### src/rtl/alu_pkg.sv
// Shared definitions for the ALU command sequencer: opcodes and sequencer FSM states.
// Latency: n/a (types and constants only).
// Backpressure: n/a.
package alu_pkg;

  localparam logic [1:0] OP_ADD = 2'd0;
  localparam logic [1:0] OP_SUB = 2'd1;
  localparam logic [1:0] OP_AND = 2'd2;
  localparam logic [1:0] OP_OR  = 2'd3;

  typedef enum logic [2:0] {
    IDLE,
    CLEAR,
    LOAD_A,
    LOAD_B,
    WAIT,
    RESULT
  } seq_state_t;

  // States in which the ALU is working on a command and must see its opcode.
  function automatic logic alu_busy(seq_state_t s);
    return (s == CLEAR) || (s == LOAD_A) || (s == LOAD_B) || (s == WAIT);
  endfunction

endpackage

### src/rtl/alu_cmd_fifo.sv
// Command FIFO: first-word fall-through synchronous FIFO holding {op, A, B} words.
// Latency: a word pushed at edge t is visible on dout_o from t (one edge to reach the head).
// Backpressure: push ignored when full, pop ignored when empty; caller gates on full/count.
module alu_cmd_fifo #(
  parameter int W     = 18,
  parameter int DEPTH = 4
) (
  input  logic                     clk_i,
  input  logic                     rst_i,
  input  logic                     push_i,
  input  logic [W-1:0]             din_i,
  input  logic                     pop_i,
  output logic [W-1:0]             dout_o,
  output logic                     full_o,
  output logic                     empty_o,
  output logic [$clog2(DEPTH):0]   count_o
);

  localparam int AW = $clog2(DEPTH);
  localparam int CW = AW + 1;
  localparam logic [CW-1:0] FULL_CNT = CW'(DEPTH);

  logic [W-1:0]  mem_q [DEPTH];
  logic [AW-1:0] wr_ptr_q, rd_ptr_q;
  logic [CW-1:0] count_q, count_d;
  logic          do_push, do_pop;

  assign full_o  = (count_q == FULL_CNT);
  assign empty_o = (count_q == '0);
  assign count_o = count_q;
  assign dout_o  = mem_q[rd_ptr_q];
  assign do_push = push_i && !full_o;
  assign do_pop  = pop_i && !empty_o;

  // Storage array: written at the tail, no reset needed since occupancy is tracked by count.
  always_ff @(posedge clk_i) begin
    if (do_push) begin
      mem_q[wr_ptr_q] <= din_i;
    end
  end

  // Occupancy next-state: simultaneous push and pop leave the count unchanged.
  always_comb begin
    count_d = count_q;
    unique case ({do_push, do_pop})
      2'b10:   count_d = count_q + CW'(1);
      2'b01:   count_d = count_q - CW'(1);
      default: count_d = count_q;
    endcase
  end

  // Pointers and count; pointers wrap naturally because DEPTH is a power of two.
  always_ff @(posedge clk_i) begin
    if (rst_i) begin
      wr_ptr_q <= '0;
      rd_ptr_q <= '0;
      count_q  <= '0;
    end else begin
      if (do_push) wr_ptr_q <= wr_ptr_q + AW'(1);
      if (do_pop)  rd_ptr_q <= rd_ptr_q + AW'(1);
      count_q <= count_d;
    end
  end

endmodule

### src/rtl/alu_cmd_sequencer.sv
// Feeds buffered {op,A,B} commands to an 8-bit sequential ALU and returns its results.
// Latency: push into empty FIFO at edge t -> res_valid from edge t+4+ALU_LAT.
// Backpressure: cmd_ready drops when the FIFO is full; no new command starts until the result is taken.
// Optional: define ALU_SEQ_CNT_EN to add the 16-bit op_count port (completed result handshakes).
module alu_cmd_sequencer
  import alu_pkg::*;
#(
  parameter int BUS_W      = 8,
  parameter int FIFO_DEPTH = 4,
  parameter int ALU_LAT    = 8
) (
  input  logic             CLk,
  input  logic             RST,
  input  logic             cmd_valid,
  output logic             cmd_ready,
  input  logic [1:0]       cmd_op,
  input  logic [BUS_W-1:0] cmd_a,
  input  logic [BUS_W-1:0] cmd_b,
  output logic [BUS_W-1:0] alu_inbus,
  output logic [1:0]       alu_op,
  output logic             alu_begin,
  output logic             alu_rst,
  input  logic [BUS_W-1:0] alu_outbus,
  output logic             res_valid,
  input  logic             res_ready,
  output logic [BUS_W-1:0] res_data,
  output logic [1:0]       res_op
`ifdef ALU_SEQ_CNT_EN
  ,
  output logic [15:0]      op_count
`endif
);

  localparam int CMD_W = 2 + 2 * BUS_W;
  localparam int CW    = $clog2(FIFO_DEPTH) + 1;
  localparam int LW    = (ALU_LAT > 1) ? $clog2(ALU_LAT) : 1;
  localparam logic [CW-1:0] FIFO_FULL_CNT = CW'(FIFO_DEPTH);

  seq_state_t       state_q, state_d;
  logic [CMD_W-1:0] fifo_dout;
  logic             fifo_full, fifo_empty;
  logic [CW-1:0]    fifo_count;
  logic             push, pop;
  logic             unused_fifo_full;

  logic [1:0]       cur_op_q;
  logic [BUS_W-1:0] cur_a_q, cur_b_q;
  logic [LW-1:0]    wait_cnt_q;
  logic             res_valid_q;
  logic [BUS_W-1:0] res_data_q;
  logic [1:0]       res_op_q;
  logic             wait_done, res_hs;

  // Acceptance is decided from occupancy alone, so a full FIFO never passes a command through
  // even when the head is popped in the same cycle.
  assign cmd_ready        = !RST && (fifo_count != FIFO_FULL_CNT);
  assign push             = cmd_valid && cmd_ready;
  assign pop              = (state_q == IDLE) && !fifo_empty;
  assign unused_fifo_full = fifo_full;
  assign wait_done        = (state_q == WAIT) && (wait_cnt_q == '0);
  assign res_hs           = res_valid_q && res_ready;

  alu_cmd_fifo #(
    .W     (CMD_W),
    .DEPTH (FIFO_DEPTH)
  ) u_fifo (
    .clk_i   (CLk),
    .rst_i   (RST),
    .push_i  (push),
    .din_i   ({cmd_op, cmd_a, cmd_b}),
    .pop_i   (pop),
    .dout_o  (fifo_dout),
    .full_o  (fifo_full),
    .empty_o (fifo_empty),
    .count_o (fifo_count)
  );

  // FSM state register.
  always_ff @(posedge CLk) begin
    if (RST) state_q <= IDLE;
    else     state_q <= state_d;
  end

  // FSM next state: one command at a time, result must be taken before the next pop.
  always_comb begin
    state_d = state_q;
    unique case (state_q)
      IDLE:    if (!fifo_empty) state_d = CLEAR;
      CLEAR:   state_d = LOAD_A;
      LOAD_A:  state_d = LOAD_B;
      LOAD_B:  state_d = WAIT;
      WAIT:    if (wait_cnt_q == '0) state_d = RESULT;
      RESULT:  if (res_hs) state_d = IDLE;
      default: state_d = IDLE;
    endcase
  end

  // FSM outputs: drive the ALU's shared bus and its begin/clear protocol.
  always_comb begin
    alu_rst   = RST || (state_q == CLEAR);
    alu_begin = (state_q == LOAD_A) || (state_q == LOAD_B) || (state_q == WAIT);
    alu_op    = alu_busy(state_q) ? cur_op_q : 2'd0;
    alu_inbus = '0;
    if (state_q == LOAD_A) alu_inbus = cur_a_q;
    if (state_q == LOAD_B) alu_inbus = cur_b_q;
  end

  // Datapath: latch the popped command, count down the ALU latency, capture and hold the result.
  always_ff @(posedge CLk) begin
    if (RST) begin
      cur_op_q    <= '0;
      cur_a_q     <= '0;
      cur_b_q     <= '0;
      wait_cnt_q  <= '0;
      res_valid_q <= 1'b0;
      res_data_q  <= '0;
      res_op_q    <= '0;
    end else begin
      if (pop) begin
        {cur_op_q, cur_a_q, cur_b_q} <= fifo_dout;
      end
      if (state_q == LOAD_B) begin
        wait_cnt_q <= LW'(ALU_LAT - 1);
      end else if ((state_q == WAIT) && (wait_cnt_q != '0)) begin
        wait_cnt_q <= wait_cnt_q - LW'(1);
      end
      if (wait_done) begin
        res_valid_q <= 1'b1;
        res_data_q  <= alu_outbus;
        res_op_q    <= cur_op_q;
      end else if (res_hs) begin
        res_valid_q <= 1'b0;
      end
    end
  end

  assign res_valid = res_valid_q;
  assign res_data  = res_data_q;
  assign res_op    = res_op_q;

`ifdef ALU_SEQ_CNT_EN
  logic [15:0] op_count_q;

  // Completed-operation counter, advanced on every result handshake and wrapping at 2^16.
  always_ff @(posedge CLk) begin
    if (RST)         op_count_q <= '0;
    else if (res_hs) op_count_q <= op_count_q + 16'd1;
  end

  assign op_count = op_count_q;
`endif

endmodule
### config.mk
export PLATFORM = sky130hd
export DESIGN_NAME = alu_cmd_sequencer
export DESIGN_NICKNAME = d
export VERILOG_FILES = /design/src/rtl/alu_pkg.sv /design/src/rtl/alu_cmd_fifo.sv /design/src/rtl/alu_cmd_sequencer.sv
export SDC_FILE = /design/constraint.sdc
export NUM_CORES = 1
export LEC_CHECK = 0
export ABC_CLOCK_PERIOD_IN_PS = 3260
export CORE_MARGIN = 5
export CORE_UTILIZATION = 60
export DETAILED_ROUTE_END_ITERATION = 7
export DONT_BUFFER_PORTS = 1
export HOLD_SLACK_MARGIN = 0.1
export PLACE_DENSITY = 0.76
export RECOVER_POWER = 25
export SETUP_SLACK_MARGIN = 0.4
export SLEW_MARGIN = 20
export SYNTH_ARGS = -nofsm -noshare
export SYNTH_HDL_FRONTEND = slang
export SYNTH_SLANG_ARGS = --single-unit
### constraint.sdc
create_clock -name CLk -period 3.26 [get_ports CLk]
set_input_delay 0.652 -clock CLk [delete_from_list [all_inputs] [get_ports CLk]]
set_output_delay 0.652 -clock CLk [all_outputs]
set_load 0.1 [all_outputs]
==> metrics, run 1 <==
total gr overflow=0; fin crit share=0.798; first-pass GRT wire length=about 15000 µm; unrepaired setup endpoints after global routing=no; worst slew pin tran=1020 ps; final worst path period need=2600 ps; die height=slightly below 100 µm; crit start category=flop; Via Count=between 2k and 3k; CTS tree=yes; H-tree Lvls=4; area added between synthesis and finish=15.9%; Yosys cell types=40; final instance area=5400 µm²; Num CTS Buffers=17; max_cap viols=0; top cell type's share of synthesized area=0.464; static leakage=1.78 nW; Area after DPL=4830 µm²; Post-synth EDFFs=72; DR DRC count=0; top area cells in the synthesized netlist=edfxtp_1 46%, dfxtp_1 18%, mux4_2 8.7%; synthesized flop and latch total=114; CP bufs+invs=1; kind of critical path=reg -> out; syn avg cell area=13.6 µm²; Routed WL=between 8000 and 9000 µm; share of post-route cells with drive strength above 1=0.236; setup TNS=0 ps; average wire per standard cell=18.9 µm; count of pins over their slew limit=0; IO buf count=0; Die Wd=98.2 µm; Clk pin slew, worst setup/hold paths=60 ps; Synth warnings=0; post-layout net count=394; Total GRT Usage=0.201; cell area after synthesis=4660 µm²; crit path max-delay cell type=dfxtp_1; CTS Root Cell=clkbuf_8; Post-synth top flop=edfxtp_1; largest net degree at the start of global routing=47; count leader, synth=edfxtp_1; WP data required=2610 ps; sequential area share after synthesis=0.644; met1 WL=3430 µm; Max-slew headroom=0.322; final clock skew=9.07 ps; Fillers=525; clk buf depth=2; WL met3=598 µm; Hold Path Class=in -> reg; Core Footprint=7650 µm²; worst-path cell chain=nand2b_2 > nor2_2 > buf_4; Highest Clock Rate=384 MHz; DRT iter0 DRCs=around 210; die footprint=9640 µm²; CP Max Fanout=12; peak supply drop=0.491 mV; run status=completed; 1st-pass router iterations=4; largest area contributor in the netlist=edfxtp_1; Synth Instances=343; Synth async-reset ratio=0; Post-synth top cells=72 x edfxtp_1, 42 x dfxtp_1, 35 x a21oi_1; initial antenna violation count=0; Synth Net Count=roughly 380; Initial Utilization=0.610; Worst Setup End Kind=output pin; diodes inserted=0; clk sinks=114; Detailed Place HPWL=5300 µm; Arrival @ worst endpoint=1950 ps; Final Hold Vio Count=0; FP Rows=32; routed wl met2=4660 µm; # IOs=54; Via density=5.96; Placer Congestion=~0.8; Top delay family on crit path=flip-flops; CP peak stage delay=620 ps; overall power=5.10 mW; total setup buffers inserted after CTS=0; Worst-Skew Late Latency=510 ps; Final Setup Violations=0; final antenna-violating net count=0; vias in the first global route=~3k; Top Metal Used=met4; PD cells=944 nW/µm²
## timing repair
action / in CTS / in global routing
setup endpoints to repair: 0 / 4
endpoints found under the hold margin: 0 / 0
resized for setup: 0 / 2
hold buffers: 0 / 0
## cell families (layout without fill, tap and decap cells)
family / count (synthesis) / in the layout / synth area share
flip-flops: 114 / 114 / 0.644
AND/OR/NAND/NOR: 78 / 78 / 0.0931
AO/OA/AOI/OAI: 76 / 76 / 0.0880
buffers and inverters: 35 / 61 / 0.0357
multiplexers: 28 / 28 / 0.109
adder cells (fa/ha/maj): 8 / 8 / 0.0231
XOR/XNOR: 4 / 4 / 0.00751
## cells in the final DEF, fill, tap and decap left out, types with 2 or more instances in the layout
master	synthesis	routed
xnor2_1	2	2
edfxtp_1	72	72
a31oi_1	2	2
a311oi_1	3	3
mux4_2	18	18
nand3_1	29	29
mux2i_1	9	9
clkinv_4	0	2
a211oi_1	3	3
nor3b_1	3	3
nand2_1	4	4
nor2_2	0	10
xor2_1	2	2
inv_1	10	10
o21ai_0	21	21
inv_6	0	4
or2_2	2	2
bufinv_16	0	2
buf_4	1	19
clkinv_2	0	2
nor2_1	18	8
nor3_1	2	2
dfxtp_1	42	42
o21ai_1	10	10
ha_1	7	7
a21oi_1	35	35
nand2b_1	3	2
clkbuf_16	0	16
clkinvlp_4	0	4
and2_1	6	6
or3_1	3	3
## routing by layer
metal / global-route usage / vias up
li1: - / 1319
met1: 0.228 / 1387
met2: 0.336 / 86
met3: 0.0757 / 14
met4: 0.0945 / 0
met5: 0 / -
## sequential cells by signal (all words and copies together) (netlist names)
name,flops
u_fifo.mem_q,72
cur_a_q,8
cur_b_q,8
res_data,8
state_q,3
u_fifo.count_o,3
wait_cnt_q,3
cur_op_q,2
res_op,2
u_fifo.rd_ptr_q,2
u_fifo.wr_ptr_q,2
res_valid,1
## metrics by stage
stage | worst slack [ps] | hold WS [ps] | instances | util
2_1_floorplan | 556 | 442 | 343 | -
3_3_place_gp | 821 | 458 | 439 | 0.631
3_5_place_dp | 717 | 465 | 439 | 0.631
4_1_cts | 512 | 196 | 471 | 0.706
5_1_grt | 522 | 181 | 471 | 0.706
6_report | 657 | 216 | 471 | 0.706
## worst register-to-register path, stage by stage, from the launching register on
cell and delay [ps]:
dfxtp_1 480, or3_4 570, nor2_1 180, ha_1 210, inv_1 60, fa_1 380
xor2_1 170, or3_1 310, a21oi_1 150
## path summary, 6_finish.rpt
kind	start	endpoint	slack (ps)	cells past startpoint
max	state_q[1]$_SDFFE_PP0P_	alu_inbus[6]	660	3
min reg2reg	cur_a_q[3]$_SDFFE_PP0P_	cur_a_q[3]$_SDFFE_PP0P_	480	2
max reg2reg	state_q[2]$_SDFFE_PP0P_	u_fifo.count_o[2]$_SDFFE_PP0P_	680	8
min	RST	res_data[6]$_SDFFE_PP0P_	220	1
## power breakdown
part           internal (mW)  total (mW)  switching [mW]
clock network           1.09        1.74           0.654
registers               1.76        1.97           0.212
logic                  0.498        1.39           0.888
## layout make-up
class	instances	area [µm²]	area share
clock buffers	17	414	0.0767
multi-input cells	194	1520	0.282
inverters	10	37.5	0.00695
well taps	102	128	0.0236
clock inverters	15	156	0.0289
flip-flops and latches	114	3000	0.556
repair buffers	19	143	0.0264
No activity file was read; power rests on OpenSTA's default activity.
==> run 2: changes to the inputs <==
- ABC_CLOCK_PERIOD_IN_PS: 3260 -> 2200
- CORE_UTILIZATION: 60 -> 56
- PLACE_DENSITY: 0.76 -> 0.74
- clock period: 3.26 -> 2.2 ns (I/O delays scaled with it)
==> run 2 against run 1 <==
- cell count grew 14%
- global-route usage grew 1.5 points
- clock power grew 55%
- largest power group is now combinational logic
- clock-buffer cell count is the same
- routed wire length grew 19%
- via count grew 12%
- cell area grew 19%
- clock skew shrank 0.77 ps
- sequential power grew 44%
- critical path depth grew 2
==> metrics, run 2 (same netlist as run 1, synthesis figures left out) <==
Total GRT Usage=0.216; Core Footprint=8180 µm²; multi-input logic area=1760 µm²; Arrival @ worst endpoint=approximately 1700 ps; Hold Path Class=in -> reg; Die Wd=101 µm; Max-slew headroom=0.632; PD cells=1360 nW/µm²; Top delay family on crit path=buffers and inverters; die footprint=approximately 10000 µm²; Sequential Area=3010 µm²; Worst Reg2Reg Path Length in Cells=8; max reg flops=slightly above 70; peak supply drop=0.864 mV; CP Depth=5; fin crit share=0.953; setup ws final=103 ps; vias in the first global route=3261; 1st-pass router iterations=5; Detailed Place HPWL=5670 µm; reg2reg end=u_fifo.count_o[2]$_SDFFE_PP0P_; clk sinks=114; WP data required=1760 ps; static leakage=2.20 nW; diodes inserted=0; setup TNS=0 ps; Final Hold Vio Count=0; CP Max Fanout=7; DRT iter0 DRCs=172; clk buf depth=2; count of pins over their slew limit=0; flop-to-flop setup slack=about 190 ps; number of cells after detailed placement=459; Fillers=439; IO buf count=0; kind of critical path=reg -> out; post-layout net count=459; H-tree Lvls=4; max_cap viols=0; Via Count=3136; Final Setup Violations=0; average wire per standard cell=19.7 µm; pre-CTS setup slack=approximately 120 ps; final antenna-violating net count=0; DR DRC count=0; first-pass GRT wire length=16600 µm; CP bufs+invs=3; area added between synthesis and finish=38.2%; die height=101 µm; Highest Clock Rate=477 MHz; crit path max-delay cell type=dfxtp_2; largest net degree at the start of global routing=41; Worst R2R Start=state_q[0]$_SDFFE_PP0P_; final clock skew=8.30 ps; CTS Root Cell=clkbuf_8; # IOs=54; Num CTS Buffers=17; Worst Setup End Kind=output pin; Initial Utilization=0.570; unrepaired setup endpoints after global routing=yes; Clk pin slew, worst setup/hold paths=60 ps; non-filler cells, final=around 540; worst-path cell chain=buf_12 > buf_12 > mux2i_2 > nor2_4 > buf_12; Placer Congestion=0.802; final worst path period need=~2100 ps; Via density=5.82; initial antenna violation count=0; crit start category=flop; run status=completed; worst slew pin tran=approximately 550 ps; Setup crit end=alu_inbus[4]; FP Rows=33; Top reg by flops=u_fifo.mem_q; total gr overflow=0; Routed WL=between 10000 and 15000 µm; CTS tree=yes; crit path launch=state_q[0]$_SDFFE_PP0P_; CP most frequent cell=buf_12; share of post-route cells with drive strength above 1=0.369; CP peak stage delay=350 ps; highest-count cells in the layout ignoring fill and taps=72 x edfxtp_1, 37 x buf_4, 36 x dfxtp_1; Worst-Skew Late Latency=520 ps; commonest non-fill, non-tap cell in the layout=edfxtp_1
[run 2: worst min-delay path by stage]
stage	start	cells after the start	endpoint	slack, ps
global placement	wait_cnt_q[0]$_SDFFE_PP0P_	1	wait_cnt_q[0]$_SDFFE_PP0P_	460
CTS	res_ready	3	state_q[0]$_SDFFE_PP0P_	110
global route	res_ready	3	state_q[0]$_SDFFE_PP0P_	140
finish	res_ready	3	state_q[0]$_SDFFE_PP0P_	130
floorplan	wait_cnt_q[0]$_SDFFE_PP0P_	1	wait_cnt_q[0]$_SDFFE_PP0P_	440
detailed placement	wait_cnt_q[0]$_SDFFE_PP0P_	1	wait_cnt_q[0]$_SDFFE_PP0P_	460
[run 2: layout make-up]
cell class | count | share of cell area
sequential | 114 | 0.468
clock inverter | 15 | 0.0266
tap | 105 | 0.0204
multi-input combinational | 194 | 0.273
inverter | 10 | 0.00583
timing repair buffer | 84 | 0.142
clock buffer | 17 | 0.0643
[run 2: stage by stage]
stage	util	instance area, µm²	hold WS [ps]	total power [mW]
after floorplan	-	4770	442	4.73
after global placement	0.629	5140	455	5.22
after detailed placement	0.629	5140	456	5.30
after CTS	0.772	6310	107	8.52
after global routing	0.788	6440	135	9.17
final	0.788	6440	135	8.77
[run 2: metal layers]
metal  global-route usage  up-vias  wire, µm
met4               0.0869        0       244
met3               0.0640       23       646
met5                    0        -         0
met2                0.379      104      5750
met1                0.247     1558      3970
li1                     -     1451         -
[run 2: repair_timing]
item                                    CTS  global route
resized for setup                        38            17
setup buffers                            15             4
endpoints found under the hold margin   112             0
cloned                                    0             2
pin swaps                                10            11
hold buffers                             27             0
endpoints found under the setup margin   15            36
[run 2: report_power, final]
part	leakage, nW	internal, mW	switching, mW
clock network	0.282	1.64	1.06
logic	0.922	1.44	1.80
registers	0.998	2.61	0.219
[run 2: worst min-delay path: cells and delay by family]
| family | cells | cell delay, ps |
|---|---|---|
| AOI/OAI and AO/OA | 1 | 70 |
| and+or+nand+nor | 2 | 90 |
